File: config.mk
export PLATFORM = sky130hd
export DESIGN_NAME = ex_muldiv_flat
export DESIGN_NICKNAME = d
export VERILOG_FILES = /design/src/rtl/ex_muldiv_pkg.sv /design/src/rtl/ex_muldiv_if.sv /design/src/rtl/ex_muldiv_sign.sv /design/src/rtl/ex_muldiv.sv /design/src/flat_wrapper.sv
export SDC_FILE = /design/constraint.sdc
export NUM_CORES = 1
export LEC_CHECK = 0
export BUFFER_PORTS_ARGS = -buffer_cell sky130_fd_sc_hd__buf_2
export CAP_MARGIN = 10
export CORE_UTILIZATION = 55
export CTS_CLUSTER_DIAMETER = 50
export DETAILED_ROUTE_END_ITERATION = 10
export PLACE_DENSITY = 0.83
export REMOVE_ABC_BUFFERS = 1
export SLEW_MARGIN = 20
export SYNTH_ARGS = -nofsm -noshare
export SYNTH_HDL_FRONTEND = slang
export SYNTH_SLANG_ARGS = --single-unit
File: constraint.sdc
create_clock -name CLK -period 13.1 [get_ports CLK]
set_input_delay 1.31 -clock CLK [delete_from_list [all_inputs] [get_ports CLK]]
set_output_delay 1.31 -clock CLK [all_outputs]
set_load 0.02 [all_outputs]
File: src/rtl/ex_muldiv_pkg.sv
// Shared types and constants for the EX-stage iterative multiply/divide unit.
// Op codes follow the RV32M funct3 encoding.
package muldiv_pkg;

    typedef enum logic [2:0] {
        OP_MUL,
        OP_MULH,
        OP_MULHSU,
        OP_MULHU,
        OP_DIV,
        OP_DIVU,
        OP_REM,
        OP_REMU
    } muldiv_op_t;

    typedef enum logic [1:0] {
        IDLE,
        MUL,
        DIV,
        DONE
    } state_t;

    localparam int XLEN = 32;
    localparam logic [XLEN-1:0] DIV0_QUO = '1;
    localparam logic [XLEN-1:0] OVF_QUO  = 32'h8000_0000;

endpackage

File: src/rtl/ex_muldiv_if.sv
// EX-side request/result bundle between the pipeline and ex_muldiv.
// The master is the pipeline; the slave is the muldiv unit.
interface ex_muldiv_if #(
    parameter int size = 32
);
    logic            start;
    logic [2:0]      op;
    logic [size-1:0] rs1;
    logic [size-1:0] rs2;
    logic [4:0]      rd_in;
    logic            kill;
    logic            busy;
    logic            stall;
    logic            valid;
    logic [size-1:0] result;
    logic [4:0]      rd_out;

    modport master (
        output start, op, rs1, rs2, rd_in, kill,
        input  busy, stall, valid, result, rd_out
    );

    modport slave (
        input  start, op, rs1, rs2, rd_in, kill,
        output busy, stall, valid, result, rd_out
    );
endinterface

File: src/rtl/ex_muldiv_sign.sv
// Sign handling around the unsigned muldiv core: operand magnitudes on
// entry, conditional two's complement of the raw result on exit.
module muldiv_sign
    import muldiv_pkg::*;
#(
    parameter int size = 32
) (
    input  muldiv_op_t        op,
    input  logic [size-1:0]   rs1,
    input  logic [size-1:0]   rs2,
    output logic [size-1:0]   a_mag,
    output logic [size-1:0]   b_mag,
    output logic              neg_q,
    output logic              neg_r,
    input  logic [2*size-1:0] raw,
    input  logic              raw_neg,
    output logic [2*size-1:0] fixed
);
    logic a_sgn, b_sgn, sa, sb;

    always_comb begin
        a_sgn = 1'b0;
        b_sgn = 1'b0;
        unique case (op)
            OP_MUL, OP_MULH, OP_DIV, OP_REM: begin
                a_sgn = 1'b1;
                b_sgn = 1'b1;
            end
            OP_MULHSU: a_sgn = 1'b1;
            default: ;
        endcase
    end

    assign sa    = a_sgn & rs1[size-1];
    assign sb    = b_sgn & rs2[size-1];
    assign a_mag = sa ? -rs1 : rs1;
    assign b_mag = sb ? -rs2 : rs2;
    assign neg_q = sa ^ sb;
    assign neg_r = sa;
    assign fixed = raw_neg ? -raw : raw;
endmodule

File: src/rtl/ex_muldiv.sv
// Iterative RV32M multiply/divide for the EX stage: radix-2 shift-add
// multiply and restoring divide, one bit per cycle, stalling the front end.
module ex_muldiv
    import muldiv_pkg::*;
#(
    parameter int size = 32
) (
    input logic   CLK,
    input logic   RESET_N,
    ex_muldiv_if.slave bus
);
    localparam int N  = size;
    localparam int CW = $clog2(size);
    localparam logic [N-1:0] Q_DIV0 = N'(DIV0_QUO);
    localparam logic [N-1:0] Q_OVF  = N'(OVF_QUO);

    state_t          state_q, state_d;
    logic [CW-1:0]   cnt_q, cnt_d;
    logic [2*N-1:0]  prod_q, prod_d;
    logic [N-1:0]    rem_q, rem_d;
    logic [N-1:0]    mcand_q, mcand_d;
    muldiv_op_t      op_q, op_d;
    logic [4:0]      rd_q, rd_d;
    logic            nq_q, nq_d;
    logic            nr_q, nr_d;

    muldiv_op_t      op_in;
    logic [N-1:0]    a_mag, b_mag;
    logic            neg_q, neg_r;
    logic [2*N-1:0]  raw, fixed;
    logic            raw_neg, is_rem, go, div0, ovf, ge;
    logic [N:0]      sum, r_sh;

    assign op_in = muldiv_op_t'(bus.op);
    assign go    = bus.start & ~bus.kill;
    assign div0  = bus.rs2 == '0;
    assign ovf   = (op_in == OP_DIV || op_in == OP_REM)
                 && bus.rs1 == Q_OVF && bus.rs2 == '1;

    muldiv_sign #(.size(N)) u_sign (
        .op      (op_in),
        .rs1     (bus.rs1),
        .rs2     (bus.rs2),
        .a_mag   (a_mag),
        .b_mag   (b_mag),
        .neg_q   (neg_q),
        .neg_r   (neg_r),
        .raw     (raw),
        .raw_neg (raw_neg),
        .fixed   (fixed)
    );

    // mcand_q doubles as the divisor; prod_q low half holds the quotient
    assign sum  = {1'b0, prod_q[2*N-1:N]}
                + (prod_q[0] ? {1'b0, mcand_q} : '0);
    assign r_sh = {rem_q, prod_q[N-1]};
    assign ge   = r_sh >= {1'b0, mcand_q};

    always_comb begin
        state_d = state_q;
        cnt_d   = cnt_q;
        prod_d  = prod_q;
        rem_d   = rem_q;
        mcand_d = mcand_q;
        op_d    = op_q;
        rd_d    = rd_q;
        nq_d    = nq_q;
        nr_d    = nr_q;
        unique case (state_q)
            IDLE: if (go) begin
                op_d    = op_in;
                rd_d    = bus.rd_in;
                cnt_d   = CW'(N - 1);
                mcand_d = op_in[2] ? b_mag : a_mag;
                prod_d  = {{N{1'b0}}, op_in[2] ? a_mag : b_mag};
                rem_d   = '0;
                nq_d    = neg_q;
                nr_d    = neg_r;
                state_d = op_in[2] ? DIV : MUL;
                if (op_in[2] && (div0 || ovf)) begin
                    prod_d  = {{N{1'b0}}, div0 ? Q_DIV0 : Q_OVF};
                    rem_d   = div0 ? bus.rs1 : '0;
                    nq_d    = 1'b0;
                    nr_d    = 1'b0;
                    state_d = DONE;
                end
            end
            MUL: begin
                prod_d  = {sum, prod_q[N-1:1]};
                cnt_d   = cnt_q - CW'(1);
                if (cnt_q == '0) state_d = DONE;
                if (bus.kill) state_d = IDLE;
            end
            DIV: begin
                prod_d  = {prod_q[2*N-1:N], prod_q[N-2:0], ge};
                rem_d   = ge ? r_sh[N-1:0] - mcand_q : r_sh[N-1:0];
                cnt_d   = cnt_q - CW'(1);
                if (cnt_q == '0) state_d = DONE;
                if (bus.kill) state_d = IDLE;
            end
            DONE: state_d = IDLE;
            default: state_d = IDLE;
        endcase
    end

    always_ff @(posedge CLK or negedge RESET_N) begin
        if (!RESET_N) begin
            state_q <= IDLE;
            cnt_q   <= '0;
            prod_q  <= '0;
            rem_q   <= '0;
            mcand_q <= '0;
            op_q    <= OP_MUL;
            rd_q    <= '0;
            nq_q    <= 1'b0;
            nr_q    <= 1'b0;
        end else begin
            state_q <= state_d;
            cnt_q   <= cnt_d;
            prod_q  <= prod_d;
            rem_q   <= rem_d;
            mcand_q <= mcand_d;
            op_q    <= op_d;
            rd_q    <= rd_d;
            nq_q    <= nq_d;
            nr_q    <= nr_d;
        end
    end

    assign is_rem  = (op_q == OP_REM) || (op_q == OP_REMU);
    assign raw     = op_q[2]
                   ? {{N{1'b0}}, is_rem ? rem_q : prod_q[N-1:0]}
                   : prod_q;
    assign raw_neg = is_rem ? nr_q : nq_q;

    assign bus.busy   = state_q != IDLE;
    assign bus.stall  = (state_q == IDLE && go)
                      || state_q == MUL || state_q == DIV;
    assign bus.valid  = state_q == DONE && !bus.kill;
    assign bus.rd_out = rd_q;
    assign bus.result = (state_q != DONE) ? '0
                      : (op_q == OP_MUL || op_q[2]) ? fixed[N-1:0]
                      : fixed[2*N-1:N];
endmodule

File: src/flat_wrapper.sv
// flat-port wrapper written by rule: the top's interface ports become plain ports
module ex_muldiv_flat import muldiv_pkg::*;
#(
    parameter int size = 32
)
  (CLK, RESET_N, bus_start, bus_op, bus_rs1, bus_rs2, bus_rd_in, bus_kill, bus_busy, bus_stall, bus_valid, bus_result, bus_rd_out);
  ex_muldiv_if #(.size(size)) bus_i ();
  input logic CLK;
  input logic RESET_N;
  input wire logic [$bits(bus_i.start)-1:0] bus_start;
  input wire logic [$bits(bus_i.op)-1:0] bus_op;
  input wire logic [$bits(bus_i.rs1)-1:0] bus_rs1;
  input wire logic [$bits(bus_i.rs2)-1:0] bus_rs2;
  input wire logic [$bits(bus_i.rd_in)-1:0] bus_rd_in;
  input wire logic [$bits(bus_i.kill)-1:0] bus_kill;
  output wire logic [$bits(bus_i.busy)-1:0] bus_busy;
  output wire logic [$bits(bus_i.stall)-1:0] bus_stall;
  output wire logic [$bits(bus_i.valid)-1:0] bus_valid;
  output wire logic [$bits(bus_i.result)-1:0] bus_result;
  output wire logic [$bits(bus_i.rd_out)-1:0] bus_rd_out;
  assign bus_i.start = bus_start;
  assign bus_i.op = bus_op;
  assign bus_i.rs1 = bus_rs1;
  assign bus_i.rs2 = bus_rs2;
  assign bus_i.rd_in = bus_rd_in;
  assign bus_i.kill = bus_kill;
  assign bus_busy = bus_i.busy;
  assign bus_stall = bus_i.stall;
  assign bus_valid = bus_i.valid;
  assign bus_result = bus_i.result;
  assign bus_rd_out = bus_i.rd_out;
  ex_muldiv #(.size(size)) u_core (.CLK(CLK), .RESET_N(RESET_N), .bus(bus_i));
endmodule
==> flow_metrics.env <==
export IMPL_clkTransAtPathRegs_ns=0.08
export IMPL_share_of_post_route_cells_with_drive_strength_above_1=0.114
export IMPL_critical_path_top_delay_family="simple AND/OR/NAND/NOR gates"
export IMPL_critPathKind="reg2out"
export IMPL_multi_input_area_mm2=0.0107
export IMPL_yosysWarnings=0
export IMPL_ant_nets=0
export IMPL_final_net_count=2197
export IMPL_fillers=2441
export IMPL_fin_crit_sh=0.528
export IMPL_syn_to_final_growth_pct=9.02
export IMPL_synthTopCellsByArea="sky130_fd_sc_hd__dfrtp_1, sky130_fd_sc_hd__a21oi_1, sky130_fd_sc_hd__ha_1"
export IMPL_design_portCount=116
export IMPL_async_reset_ff_frac=1.00
export IMPL_die_w_um=168
export IMPL_final_hold_viol_count=0
export IMPL_crit_buf_inv=2
export IMPL_crit_path_cell_trace="and2_2, mux2i_1, ha_1, inv_1, a211oi_1, o2111ai_1, nor4_1, a41oi_1, nor2_1, nand2_1, xnor2_1, o22ai_1, buf_2"
export IMPL_first_global_vias=15600
export IMPL_postSynthRegisterBits=145
export IMPL_floorplan_initialDensity=0.559
export IMPL_cp_end_kind="output pin"
export IMPL_io_buffer_count=115
export IMPL_totalNegativeSetupSlack_ns=0
export IMPL_tritoncts="done"
export IMPL_fin_worst_skew_ns=0.0218
export IMPL_fin_worst_hold_slack_ns=0.479
export IMPL_grt_max_degree=96
export IMPL_floorplan_core_area_mm2=0.0270
export IMPL_synth_largest_area_cell="sky130_fd_sc_hd__dfrtp_1"
export IMPL_place_detailed_hpwl_um=41900
export IMPL_ys_types=86
export IMPL_synth_most_common_cell="sky130_fd_sc_hd__a21oi_1"
export IMPL_clkSinkCount=145
export IMPL_worstPathRequired_ns=11.79
export IMPL_timing_critical_path_arrival_ns=5.61
export IMPL_max_slew_margin_rel=0.261
export IMPL_cell_with_the_largest_stage_delay_on_the_worst_path="sky130_fd_sc_hd__dfrtp_1"
export IMPL_max_freq_mhz=144
export IMPL_cts_buffers_inserted=17
export IMPL_leakagePower_nw=7.26
export IMPL_die_area_mm2=0.0281
export IMPL_clkLatencyLatePin_ns=0.45
export IMPL_gr_total_overflow=0
export IMPL_synth_largest_type_area_fraction=0.241
export IMPL_timing_critical_path_slowest_cell_delay_ns=1.00
export IMPL_hold_path_class="reg2reg"
export IMPL_ys_flop_type="sky130_fd_sc_hd__dfrtp_1"
export IMPL_post_route_drc_count=0
export IMPL_routed_wire_length_per_instance_um=23.6
export IMPL_worst_setup_path_start_kind="register"
export IMPL_ff_latch_area_mm2=0.00363
export IMPL_number_of_hold_repair_buffers_added_at_the_cts_stage=0
export IMPL_detailedRoute_firstIterationViolations=2425
export IMPL_vdd_drop_max_uv=140
export IMPL_ctsResizeCount=0
export IMPL_post_synth_edffs=0
export IMPL_worstMarginPinSlew_ns=1.10
export IMPL_number_of_buffers_on_the_longest_clock_path=2
export IMPL_via_count=16600
export IMPL_postRouteWirelength_um=56600
export IMPL_post_synth_instance_area_mm2=0.0151
export IMPL_r2r_slack_ns=8.85
export IMPL_cts_root_buf="sky130_fd_sc_hd__clkbuf_16"
export IMPL_grt_first_pass_wirelength_um=88100
export IMPL_grt_setup_unrepaired="no"
export IMPL_die_height_um=168
export IMPL_finish_utilization=0.610
export IMPL_cts_setup_buffers=0
export IMPL_post_route_min_period_ns=6.92
export IMPL_grt_use_total=0.402
export IMPL_htree_levels=4
export IMPL_outcome="completed"
export IMPL_detailedRoute_firstPassIterationCount=6
export IMPL_power_per_cell_area_mw_per_mm2=304
export IMPL_gp_congestion=1.13
export IMPL_peak_fanout_along_the_critical_path=43
export IMPL_syn_area_per_cell_um2=7.55
export IMPL_timing_final_setup_violations=0
export IMPL_antenna_found_initial=0
export IMPL_rows=60
export IMPL_slew_viol_final=0
export IMPL_cap_violations=0
export IMPL_ys_seq_area_frac=0.241
export IMPL_netlist_instances=1997
export IMPL_synth_common_cells="sky130_fd_sc_hd__a21oi_1, sky130_fd_sc_hd__nand2_1, sky130_fd_sc_hd__nor2_1"
export IMPL_vias_per_instance=6.93
-- path summary, 6_finish.rpt --
kind                                       from                   end  cells past startpoint
min                        u_core.bus.rd_out[2]  u_core.bus.rd_out[2]                      2
min reg2reg                u_core.bus.rd_out[2]  u_core.bus.rd_out[2]                      2
min in group asynchronous               RESET_N       u_core.cnt_q[4]                      1
max reg2reg                  u_core.mcand_q[16]      u_core.rem_q[22]                     11
max                              u_core.op_q[1]        bus_result[24]                     13
max in group asynchronous               RESET_N        u_core.op_q[2]                      2
-- metal layers --
metal  vias to the layer above  track usage  wire length (µm)
met2                      1162        0.597             23600
li1                       7419            -                 -
met5                         -            0                 0
met3                       232       0.0884              7340
met1                      7820        0.543             22400
met4                         0        0.220              3210
-- cell families after synthesis --
logic type | Yosys count | share of synthesized area
xor gates and xnor gates | 163 | 0.0947
adders and majority gates | 76 | 0.0641
muxes | 57 | 0.0381
buffers and inverters | 188 | 0.0496
DFF | 145 | 0.241
AOI/OAI and AO/OA | 695 | 0.290
and+or+nand+nor | 673 | 0.222
-- placed cells by master, fill, tap and decap left out, types with 9 or more instances in the layout --
| master | Yosys | routed |
|---|---|---|
| sky130_fd_sc_hd__o21ai_1 | 26 | 26 |
| sky130_fd_sc_hd__buf_2 | 9 | 114 |
| sky130_fd_sc_hd__nor2_1 | 183 | 182 |
| sky130_fd_sc_hd__o21a_1 | 9 | 9 |
| sky130_fd_sc_hd__o21ai_0 | 156 | 155 |
| sky130_fd_sc_hd__a221o_1 | 16 | 16 |
| sky130_fd_sc_hd__dfrtp_1 | 145 | 144 |
| sky130_fd_sc_hd__o21bai_1 | 13 | 13 |
| sky130_fd_sc_hd__clkbuf_16 | 0 | 17 |
| sky130_fd_sc_hd__o31ai_1 | 24 | 23 |
| sky130_fd_sc_hd__o22ai_1 | 27 | 27 |
| sky130_fd_sc_hd__nand4_1 | 18 | 18 |
| sky130_fd_sc_hd__a211oi_1 | 32 | 32 |
| sky130_fd_sc_hd__nand3_1 | 46 | 46 |
| sky130_fd_sc_hd__inv_1 | 72 | 72 |
| sky130_fd_sc_hd__a221oi_1 | 25 | 25 |
| sky130_fd_sc_hd__and3_1 | 18 | 18 |
| sky130_fd_sc_hd__mux2i_1 | 54 | 53 |
| sky130_fd_sc_hd__nor4_1 | 16 | 15 |
| sky130_fd_sc_hd__a21o_1 | 37 | 37 |
| sky130_fd_sc_hd__or4_1 | 13 | 13 |
| sky130_fd_sc_hd__nor2b_1 | 12 | 12 |
| sky130_fd_sc_hd__a21oi_1 | 216 | 215 |
| sky130_fd_sc_hd__and2_1 | 43 | 42 |
| sky130_fd_sc_hd__or3_1 | 15 | 15 |
| sky130_fd_sc_hd__xnor2_1 | 74 | 74 |
| sky130_fd_sc_hd__a31oi_1 | 33 | 33 |
| sky130_fd_sc_hd__nor3_1 | 51 | 51 |
| sky130_fd_sc_hd__nand2_1 | 198 | 198 |
| sky130_fd_sc_hd__xor2_1 | 89 | 89 |
| sky130_fd_sc_hd__ha_1 | 74 | 74 |
| sky130_fd_sc_hd__buf_4 | 2 | 29 |
-- sequential cells by signal, indices dropped and copies added, names as in the netlist --
| name | cells |
|---|---|
| u_core.bus.rd_out | 5 |
| u_core.mcand_q | 32 |
| u_core.nq_q | 1 |
| u_core.rem_q | 32 |
| u_core.cnt_q | 5 |
| u_core.prod_q | 64 |
| u_core.op_q | 3 |
| u_core.nr_q | 1 |
| u_core.state_q | 2 |
-- where the power goes --
part / total [mW] / internal, mW / switching (mW)
logic: 3.47 / 1.27 / 2.20
registers: 1.04 / 0.656 / 0.384
clock network: 0.490 / 0.253 / 0.237
total: 5.00 / 2.18 / 2.82
-- final cells by class --
cell class / instances / area share
Timing Repair Buffer: 144 / 0.0486
Multi-Input combinational cell: 1664 / 0.654
Clock inverter: 14 / 0.00716
Antenna cell: 1 / 0.000152
Inverter: 73 / 0.0167
Tap cell: 341 / 0.0260
Clock buffer: 18 / 0.0267
Sequential cell: 145 / 0.221
-- per-stage QoR --
stage / std cells / setup WS (ns) / cell area [µm²] / total power [mW]
2_1_floorplan: 1882 / 6.71 / 14600 / 3.31
3_3_place_gp: 2367 / 6.98 / 15900 / 4.26
3_5_place_dp: 2367 / 6.81 / 15900 / 4.34
4_1_cts: 2399 / 6.33 / 16400 / 4.84
5_1_grt: 2399 / 5.82 / 16400 / 5.33
6_report: 2400 / 6.18 / 16400 / 5.00
-- worst min-delay path, delay by kind of cell, from the launching register on --
kind	cells	cell delay (ns)
simple gates	2	0.10
flops	1	0.35
No activity file was read; power rests on OpenSTA's default activity.
